File: src/rtl/weprom_ser.sv
// Serial EEPROM write framer: collects an LSB-first address/data word pair over cs,
// then shifts {address, data, parity} out MSB-first on sda/sda_clk.
module weprom_ser #(
  parameter int ADDR_W    = 8,
  parameter int DATA_W    = 8,
  parameter int CLK_DIV   = 2,
  parameter int PARITY_EN = 1,
  parameter int TIMEOUT   = 16
) (
  input  logic clk,
  input  logic rst,
  input  logic cs,
  input  logic address,
  input  logic data,
  output logic ack,
  output logic out_valid,
  output logic sda,
  output logic sda_clk,
  output logic busy,
  output logic err
);

  localparam int L     = (ADDR_W > DATA_W) ? ADDR_W : DATA_W;
  localparam int F     = ADDR_W + DATA_W + ((PARITY_EN != 0) ? 1 : 0);
  localparam int CNT_W = (L > 1) ? $clog2(L) : 1;
  localparam int GAP_W = (TIMEOUT > 1) ? $clog2(TIMEOUT + 1) : 1;
  localparam int DIV_W = (CLK_DIV > 1) ? $clog2(2 * CLK_DIV) : 1;
  localparam int BIT_W = $clog2(F);

  typedef enum logic [2:0] {S_IDLE, S_COLLECT, S_PAUSE, S_ACK, S_SHIFT} state_t;

  state_t             state_q, state_d;
  logic [CNT_W-1:0]   count_q;
  logic [GAP_W-1:0]   gap_q, gap_next;
  logic [DIV_W-1:0]   div_q;
  logic [BIT_W-1:0]   bit_q;
  logic [ADDR_W-1:0]  addr_sr;
  logic [DATA_W-1:0]  data_sr;
  logic [F-1:0]       frame_sr, frame_d;
  logic               err_q;
  logic               collecting, in_gap, sample, last_bit, timeout_hit, bit_end, frame_end;

  generate
    if (PARITY_EN != 0) begin : g_parity
      assign frame_d = {addr_sr, data_sr, ^{addr_sr, data_sr}};
    end else begin : g_no_parity
      assign frame_d = {addr_sr, data_sr};
    end
  endgenerate

  assign collecting  = (state_q == S_IDLE) || (state_q == S_COLLECT) || (state_q == S_PAUSE);
  assign in_gap      = ((state_q == S_COLLECT) || (state_q == S_PAUSE)) && !cs;
  assign sample      = collecting && cs;
  assign last_bit    = (count_q == CNT_W'(L - 1));
  // The first low cycle out of COLLECT counts as gap cycle 1.
  assign gap_next    = (state_q == S_PAUSE) ? gap_q + GAP_W'(1) : GAP_W'(1);
  assign timeout_hit = (TIMEOUT != 0) && in_gap && (gap_next == GAP_W'(TIMEOUT));
  assign bit_end     = (div_q == DIV_W'(2 * CLK_DIV - 1));
  assign frame_end   = bit_end && (bit_q == BIT_W'(F - 1));

  // NOTE: synchronous reset only; every register sits inside the rst branch, shift registers included.
  always_ff @(posedge clk) begin
    if (rst) state_q <= S_IDLE;
    else     state_q <= state_d;
  end

  // NOTE: state_d gets a default before the case so no path leaves it unassigned (no latch).
  always_comb begin
    state_d = state_q;
    case (state_q)
      S_IDLE, S_COLLECT, S_PAUSE: begin
        if (cs)                     state_d = last_bit ? S_ACK : S_COLLECT;
        else if (timeout_hit)       state_d = S_IDLE;
        else if (state_q != S_IDLE) state_d = S_PAUSE;
      end
      S_ACK:   state_d = S_SHIFT;
      S_SHIFT: if (frame_end) state_d = S_IDLE;
      default: state_d = S_IDLE;
    endcase
  end

  always_comb begin
    ack       = (state_q == S_ACK);
    out_valid = (state_q == S_SHIFT);
    busy      = (state_q != S_IDLE) && (state_q != S_PAUSE);
    sda       = (state_q == S_SHIFT) ? frame_sr[F-1] : 1'b0;
    sda_clk   = (state_q == S_SHIFT) && (div_q >= DIV_W'(CLK_DIV));
    err       = err_q;
  end

  // NOTE: all state below uses non-blocking assignments so every flop sees pre-edge values.
  always_ff @(posedge clk) begin
    if (rst) begin
      count_q  <= '0;
      gap_q    <= '0;
      div_q    <= '0;
      bit_q    <= '0;
      addr_sr  <= '0;
      data_sr  <= '0;
      frame_sr <= '0;
      err_q    <= 1'b0;
    end else begin
      err_q <= timeout_hit;

      if (sample) begin
        for (int i = 0; i < ADDR_W; i++)
          if (count_q == CNT_W'(i)) addr_sr[i] <= address;
        for (int i = 0; i < DATA_W; i++)
          if (count_q == CNT_W'(i)) data_sr[i] <= data;
        count_q <= last_bit ? '0 : count_q + CNT_W'(1);
      end else if (timeout_hit) begin
        count_q <= '0;
      end

      if (in_gap) gap_q <= gap_next;

      if (state_q == S_ACK) begin
        frame_sr <= frame_d;
        div_q    <= '0;
        bit_q    <= '0;
      end else if (state_q == S_SHIFT) begin
        if (bit_end) begin
          div_q    <= '0;
          bit_q    <= bit_q + BIT_W'(1);
          frame_sr <= frame_sr << 1;
        end else begin
          div_q <= div_q + DIV_W'(1);
        end
      end
    end
  end

endmodule

File: config.mk
export PLATFORM = sky130hd
export DESIGN_NAME = weprom_ser
export DESIGN_NICKNAME = d
export VERILOG_FILES = /design/src/rtl/weprom_ser.sv
export SDC_FILE = /design/constraint.sdc
export NUM_CORES = 1
export LEC_CHECK = 0
export ABC_AREA = 1
export CORE_ASPECT_RATIO = 1.5
export CORE_MARGIN = 2
export CORE_UTILIZATION = 25
export CTS_CLUSTER_SIZE = 30
export DETAILED_ROUTE_END_ITERATION = 6
export SYNTH_ARGS = -nofsm -noshare
export SYNTH_HDL_FRONTEND = slang
export SYNTH_SLANG_ARGS = --single-unit
File: constraint.sdc
create_clock -name clk -period 2.7 [get_ports clk]
set_input_delay 0.27 -clock clk [delete_from_list [all_inputs] [get_ports clk]]
set_output_delay 0.27 -clock clk [all_outputs]
set_load 0.02 [all_outputs]
======== Word level (Yosys, flattened, before mapping) ========
Cells that the tools add are included.
storage, ports and cells
  flip-flop bits (word level) ............. 52
  latch bits .............................. 0
  RAM bits ................................ 0
  memory bits (read-only) ................. 0
  output and inout bits ................... 6
  word-level logic and storage cells ...... 90
  memories kept ........................... 0
operators by class
  add/subtract/negate cells ............... 4
  $mul .................................... 0
  div/mod/pow operators ................... 0
  magnitude comparators ................... 1
  eq/ne operators ......................... 17
  shift-type cells ........................ 0
  muxes and demuxes ....................... 15
  bitwise logic cells ..................... 0
  reduce and logical (&&, ||, !) cells .... 30
operators by type and width
  kind                                                 number
  2-to-1 mux 17 bit                                    3
  AND reduction 2 bit                                  11
  2-to-1 mux 3 bit                                     7
  parity 16 bit                                        1
  equality test 3 bit, second input constant           5
  equality test 3 x 2 -> 1 bit, second input constant  4
  adder 5 x 1 -> 5 bit, second input constant          2
  equality test 5 bit, second input constant           2
  one-hot mux 3 bit (3 select lines)                   1
  equality test 3 x 1 -> 1 bit, second input constant  2
  logical AND 1 bit                                    6
  logical NOT 3 bit                                    2
  nonzero test 2 bit                                   3
  2-to-1 mux 5 bit                                     1
  2-to-1 mux 2 bit                                     2
  != test 4 bit, second input constant                 1
  adder 3 x 1 -> 3 bit, second input constant          1
  logical OR 1 bit                                     3
  != test 3 x 2 -> 1 bit, second input constant        1
  nonzero test 3 bit                                   1
  OR reduction 3 bit                                   1
  adder 2 x 1 -> 2 bit, second input constant          1
  equality test 2 bit, second input constant           1
  >= comparator 2 bit, second input constant           1
  other kinds (4)                                      4

======== Longest topological paths before layout ========
Gate-level depths: netlist (run 1).
  depth in word-level cells ............... 7
  mapped depth ............................ 12
  depth with buffers taken out ............ 12

======== Worst setup path after synthesis (run 1) ========
OpenSTA, ideal clock, no wires.
  kind .................................... reg2reg
  start ................................... register state_q[0]
  end ..................................... register bit_q[4]
  arrival time ............................ 1,267 ps
  required time ........................... 2,630 ps
  path slack .............................. 1,363 ps
  stages on the path, launching flop included .. 9
  clock period less this slack ............ 1,337 ps
  cells stage by stage .................... dfxtp_1 -> inv_1 -> nand2_2 -> nor2_8 -> nand2_4 -> nor3_2 -> nand2_1 -> or2_0 -> a21oi_1
between the ends
  longest elaborated chain between the ends .. 2
RTL lines
  what                                  line  text
  start: declaration                    32    state_t state_q, state_d;
  start signal: assignment              64    else state_q <= state_d;
  equality test 3 bit                   -
  net out_valid                         16    output logic out_valid,
  AND reduction 2 bit (no source line)  -
  end signal: assignment                124   bit_q <= bit_q + BIT_W'(1);
  end: declaration                      36    logic [BIT_W-1:0] bit_q;
The timed path passes the listed nets, and every way through them passes these cells.
A chain may end at the register's enable or synchronous reset.

======== Worst setup path after layout (run 1) ========
  start ................................... register state_q[0]
  end ..................................... output sda
between the ends
  longest elaborated chain between the ends .. 2
RTL lines
  what                 line  text
  equality test 3 bit  86    sda = (state_q == S_SHIFT) ? frame_sr[F-1] : 1'b0;
  2-to-1 mux 1 bit     86
  end: declaration     17    output logic sda,
Every way passes these cells.

==> metrics.cfg, run 1 <==
[run_status]
outcome = finished clean

[drt]
post_drt_wl_per_cell_um = 11.1
postRouteAntennaNets = 0
drt-pass1-iter-count = 4
first_iter_violations = 73
vias = 2447
drc = 0
drt_wl_total_mm = 6.10
vias_per_cell = 4.47

[sta]
rsz0062_at_grt = false
holdWs_ps = 486
slew_headroom_pct = 58.1
fin_skew_ps = 4.48
tightest_slew_ps = 627
hold_viol_final = 0
totalNegativeSetupSlack_ps = 0
fmax_mhz = 481
finalCritPeriodShare_pct = 77.0
setup_viol = 0
layout_setup_ws_ps = 621
slew_viol_final = 0
min_period_ps = 2080

[clock_tree]
hold_buffers = 0
cts_setup_buffers = 0
ctsResizeCount = 0
cts_buffer_depth = 2
cts_sinks = 52
htree_levels = 2
cts_tree = built
cts_buffers = 5
cts-root-buf = clkbuf_16
clk_pin_slew_worst_paths_ps = 60
clk_latency_ps = 290

[setup_path]
critPathTopFamily = buffers and inverters
worstSetupPathType = reg -> out
worst_setup_path_end_kind = output port
cp_slowest_stage_delay_ps = 620
crit_slowest_cell = clkdlybuf4s50_1
critPathBufInv = 3
critPathLaunchType = flip-flop
crit_path_frequent_cell = inv_1
path_cells = inv_1 > nand2_2 > nor2_8 > inv_1 > nor2_1 > clkdlybuf4s50_1
arrival_ps = 1810
critPathMaxFanout = 8
cp.required_ps = 2430

[yosys]
ys_top_cells_by_area = dfxtp_1 (37%), nand2_1 (14%), inv_1 (6.7%), nor2_1 (5.4%), a21oi_1 (5.0%)
synth_top_cell_by_area = dfxtp_1
syn_nets = 416
synth_seq_cells = 52
synth_seq_area_share_pct = 37.2
async_reset_ff_share_pct = 0
synth_cells = 400
synthFlopType = dfxtp_1
syn_area_per_cell_um2 = 6.99
synth-edff-count = 0
synth_area_um2 = 2800
synth_top_area_share_pct = 37.2
yosysUniqueCellTypes = 33
ys_warn_count = 0

[flow_run]
maxCapViolCount = 0

[hold_path]
hp-class = reg -> reg

[placed_design]
place.gp.congestion = 0.781
hpwl_mm = 4.68
io_buffers = 10
place_ws_ps = 837

[die]
die_h_um = 134
rows = 47
ios = 11
die-area_um2 = 12100
core_area_um2 = 11000
start_util_pct = 25.4
die_w_um = 90.3

[global_route]
overflow = 0
antenna_found_initial = 0
grt_pass1_wl_mm = 10.5
grt_pass1_vias = 2336
grt_use_total_pct = 10.7
grt_start_max_net_pins = 34

[layout]
nets = 417
diodes = 0
fillers = 1212
drive_gt1_share_pct = 5.24
syn2layout_area_growth_pct = 12.7

[power_and_ir_drop]
p_leak_nw = 1.25
peakVddDrop_mv = 0.225
power_density_nw_per_um2 = 521

[cells in the mapped netlist (2+ instances only)]
master and number:
nor3_1 7, nand3_1 15, ha_1 11, nand2_2 2, nand4_1 2, xor2_1 6
a311oi_1 14, a21oi_1 28, a211oi_1 2, nor2_1 40, a31oi_1 2, xnor2_1 7
buf_2 8, o21ai_0 24, inv_2 2, inv_1 50, dfxtp_1 52, buf_6 2
nand2_1 104, clkbuf_1 6, or2_2 3, nor4_1 2
[sequential cells by signal (all words and copies together), names as in the netlist]
name and count:
addr_sr 8, bit_q 5, count_q 3, data_sr 8, div_q 2, err 1, frame_sr 17, gap_q 5
state_q 3
[routing by layer]
metal	vias to the layer above	part of all wire (%)	GRT usage, %	wire length, um
li1	1286	-	-	-
met4	0	4.8	7.26	290
met1	1105	41	11.1	2490
met5	-	0	0	0
met2	39	52	19.5	3150
met3	17	2.8	2.04	171
[layout by cell type, fill, tap and decap left out, types with 3 or more instances in the layout]
cell type	count
a311oi_1	14
clkbuf_16	5
a21oi_1	28
o21ai_0	24
nor3_1	7
dfxtp_1	52
xnor2_1	7
nor2_1	40
or2_2	3
xor2_1	6
ha_1	11
clkdlybuf4s50_1	10
inv_1	50
nand2_1	104
nand3_1	15
[final timing paths]
kind | from | to | slack, ps | depth (start not counted)
worst max-delay path | state_q[0] | sda | 620 | 6
worst min-delay path | frame_sr[0] | frame_sr[1] | 490 | 2
worst max register to register | state_q[1] | frame_sr[15] | 900 | 6
worst min register to register | frame_sr[0] | frame_sr[1] | 490 | 2
[per-stage QoR]
stage	instance area, um^2	power (W)	std cells	util, %
after floorplan	2800	0.000956	400	-
after global placement	3000	0.000994	541	27.3
after detailed placement	3000	0.00100	541	27.3
after CTS	3150	0.00166	548	28.6
after global routing	3150	0.00172	548	28.6
final	3150	0.00164	548	28.6
[worst register-to-register path: cells and delay by family (launching register included)]
| kind | cells | cell delay [ps] |
|---|---|---|
| AOI/OAI and AO/OA | 1 | 200 |
| DFF | 1 | 370 |
| and+or+nand+nor | 4 | 930 |
| buffers and inverters | 1 | 220 |
[kinds of logic (layout without fill, tap and decap cells)]
| group | Yosys count | after routing | share of synthesized area [%] |
|---|---|---|---|
| buf+inv | 70 | 71 | 10.4 |
| simple gates | 181 | 181 | 27.5 |
| compound gates | 73 | 73 | 15.8 |
| fa+ha+maj | 11 | 11 | 4.92 |
| flops | 52 | 52 | 37.2 |
| xor+xnor | 13 | 13 | 4.07 |
[final cells by class]
class	instances	area, um^2	area share, %
Inverter	52	195	6.20
Multi-Input combinational cell	278	1460	46.4
Tap cell	147	184	5.84
Timing Repair Buffer	12	115	3.65
Clock buffer	7	153	4.85
Sequential cell	52	1040	33.0
[power by group]
group	total, W	switching [W]	internal [W]	leakage [nW]
Sequential	0.000816	0.0000236	0.000792	0.422
Clock	0.000657	0.000268	0.000389	0.0760
Combinational	0.000167	0.000107	0.0000602	0.749
Total	0.00164	0.000399	0.00124	1.25
Note: power is estimated with default switching activity, not from simulation.
==> inputs of run 2 (changes only) <==
- clock period: 2.7 -> 2.16 ns (I/O delays scaled with it)
==> run 2 against run 1 <==
Net effect: sequential power up 25%; core utilization rose by 0.82 points; sequential share of layout area decreased by 0.92 points; via count about the same; combinational power grew 27%; design area is 2.9% higher; critical path type unchanged; largest power group is now the clock network.
==> metrics.cfg, run 2 (synthesized netlist as in run 1, its figures left out) <==
[run_status]
outcome = finished clean

[global_route]
grt_use_total_pct = 10.7  ; -0.018 points
grt_pass1_vias = 2329  ; -0.30%
overflow = 0  ; unchanged
grt_pass1_wl_mm = 10.5  ; +0.53%
antenna_found_initial = 0  ; unchanged
grt_start_max_net_pins = 27  ; -21%

[drt]
vias_per_cell = 4.44  ; -0.63%
drt-pass1-iter-count = 4  ; unchanged
vias = 2445  ; -0.082%
first_iter_violations = 133  ; +82%
drc = 0  ; unchanged
post_drt_wl_per_cell_um = 11.0  ; -1.5%
drt_wl_total_mm = 6.04  ; -0.95%
postRouteAntennaNets = 0  ; unchanged

[hold_path]
hp-start = data_sr[5]
hp-class = reg -> reg
hold_depth = 2  ; unchanged
min_to = data_sr[5]

[placed_design]
dp_cells = 543  ; +0.37%
place.gp.congestion = 0.842  ; +7.8%
io_buffers = 10  ; unchanged
place_ws_ps = 340  ; -498 ps
hpwl_mm = 4.75  ; +1.4%

[clock_tree]
ctsResizeCount = 0  ; unchanged
clk_pin_slew_worst_paths_ps = 70  ; about the same
htree_levels = 2  ; unchanged
cts_tree = built
cts_buffer_depth = 2  ; unchanged
cts-root-buf = clkbuf_16
clk_latency_ps = 290  ; about the same
hold_buffers = 0  ; unchanged
cts_sinks = 52  ; unchanged
cts_setup_buffers = 0  ; unchanged
cts_buffers = 5  ; unchanged

[power_and_ir_drop]
p_int_w = 0.00185  ; +49%
switching_share_pct = 22.0  ; -2.3 points
seqPwrFrac_pct = 43.0  ; -6.7 points
p_leak_nw = 1.29  ; +3.3%
p_total_w = 0.00237  ; +44%
switchingPower_w = 0.000521  ; +31%
power_density_nw_per_um2 = 731  ; +40%
peakVddDrop_mv = 0.270  ; +20%
p_clk_share_pct = 48.1  ; +8.0 points
p_comb_share_pct = 8.9  ; -1.3 points

[sta]
tightest_slew_ps = 352  ; -275 ps
layout_setup_ws_ps = 152  ; -469 ps
fmax_mhz = 498
setup_viol = 0  ; unchanged
rsz0062_at_grt = false
totalNegativeSetupSlack_ps = 0  ; unchanged
slew_headroom_pct = 76.3  ; +18 points
finalCritPeriodShare_pct = 92.9
slew_viol_final = 0  ; unchanged
fin_skew_ps = 3.22  ; -1.26 ps
hold_viol_final = 0  ; unchanged
min_period_ps = 2010

[die]
die_h_um = 134  ; unchanged
die_w_um = 90.3  ; unchanged
ios = 11  ; unchanged
start_util_pct = 25.4  ; unchanged
rows = 47  ; unchanged
die-area_um2 = 12100  ; unchanged
core_area_um2 = 11000  ; unchanged

[setup_path]
cp.required_ps = 1940  ; -490 ps
ff2ff_setup_slack_ps = 450  ; -450 ps
critPathMaxFanout = 8  ; unchanged
worstRegToRegCells = 7  ; +1
critPathLaunchType = flip-flop
worstSetupPathType = reg -> out
arrival_ps = 1790  ; -20 ps
r2r_end = frame_sr[8]
rr_startpoint = state_q[1]
worst_setup_path_end_kind = output port

[flow_run]
maxCapViolCount = 0  ; unchanged

[layout]
nets = 419  ; +0.48%
fin_cells = 551  ; +0.55%
regMostFlops = frame_sr
largestRegisters = frame_sr x17, addr_sr x8, data_sr x8
fillers = 1192  ; -1.7%
layout_commonest_cell = nand2_1
syn2layout_area_growth_pct = 15.9
largest_reg_flops = 17  ; unchanged
final_cell_mix = nand2_1 (104), dfxtp_1 (52), inv_1 (50)
diodes = 0  ; unchanged
drive_gt1_share_pct = 5.94  ; +0.70 points
fin_util_pct = 29.5  ; +0.82 points

[run 2: layer usage]
layer	global-route usage, %	part of all wire, %
met5	0	0
met4	4.36	2.0
met3	2.09	2.1
met2	20.9	55
met1	11.0	41
[run 2: cell type report]
| class | count | area (um^2) | share of cell area (%) |
|---|---|---|---|
| clock buffer | 5 | 125 | 3.86 |
| clock inverter | 3 | 90.1 | 2.78 |
| inverter | 52 | 195 | 6.02 |
| multi-input combinational | 278 | 1460 | 45.1 |
| sequential | 52 | 1040 | 32.1 |
| tap | 147 | 184 | 5.68 |
| timing repair buffer | 14 | 143 | 4.40 |
[run 2: worst max-delay path, cell delays in order, from the launching register on]
cell             delay (ps)
dfxtp_1                 320
inv_1                   110
nand2_2                 110
nor2_8                  150
inv_1                    80
nor2_1                  110
clkdlybuf4s50_1         610
[run 2: worst max-delay path by stage]
| stage | startpoint | to | slack [ps] | depth (start not counted) |
|---|---|---|---|---|
| 2_1_floorplan | state_q[0] | bit_q[4] | 820 | 8 |
| 3_3_place_gp | cs | data_sr[5] | 370 | 6 |
| 3_5_place_dp | cs | data_sr[6] | 340 | 6 |
| 4_1_cts | state_q[0] | sda | 100 | 6 |
| 5_1_grt | state_q[0] | sda | 7 | 6 |
| 6_report | state_q[0] | sda | 150 | 6 |
[run 2: per-stage QoR]
step	cell area, um^2	hold WS [ps]
after CTS	3240	483
after global routing	3240	500
final	3240	484
after detailed placement	3030	473
after floorplan	2800	351
after global placement	3030	469
[run 2: power by group through the flow]
stage | registers (W) | clock network [W] | logic [W]
2_1_floorplan | 0.00103 | 0 | 0.000163
3_3_place_gp | 0.00104 | 0 | 0.000207
3_5_place_dp | 0.00104 | 0 | 0.000213
4_1_cts | 0.00102 | 0.00116 | 0.000214
5_1_grt | 0.00102 | 0.00121 | 0.000244
6_report | 0.00102 | 0.00114 | 0.000212
==> inputs of run 3 (changes only) <==
- TNS_END_PERCENT: not set -> 5
==> results of run 3 <==
The final DEF is identical to that of run 2; final timing and power are the same.
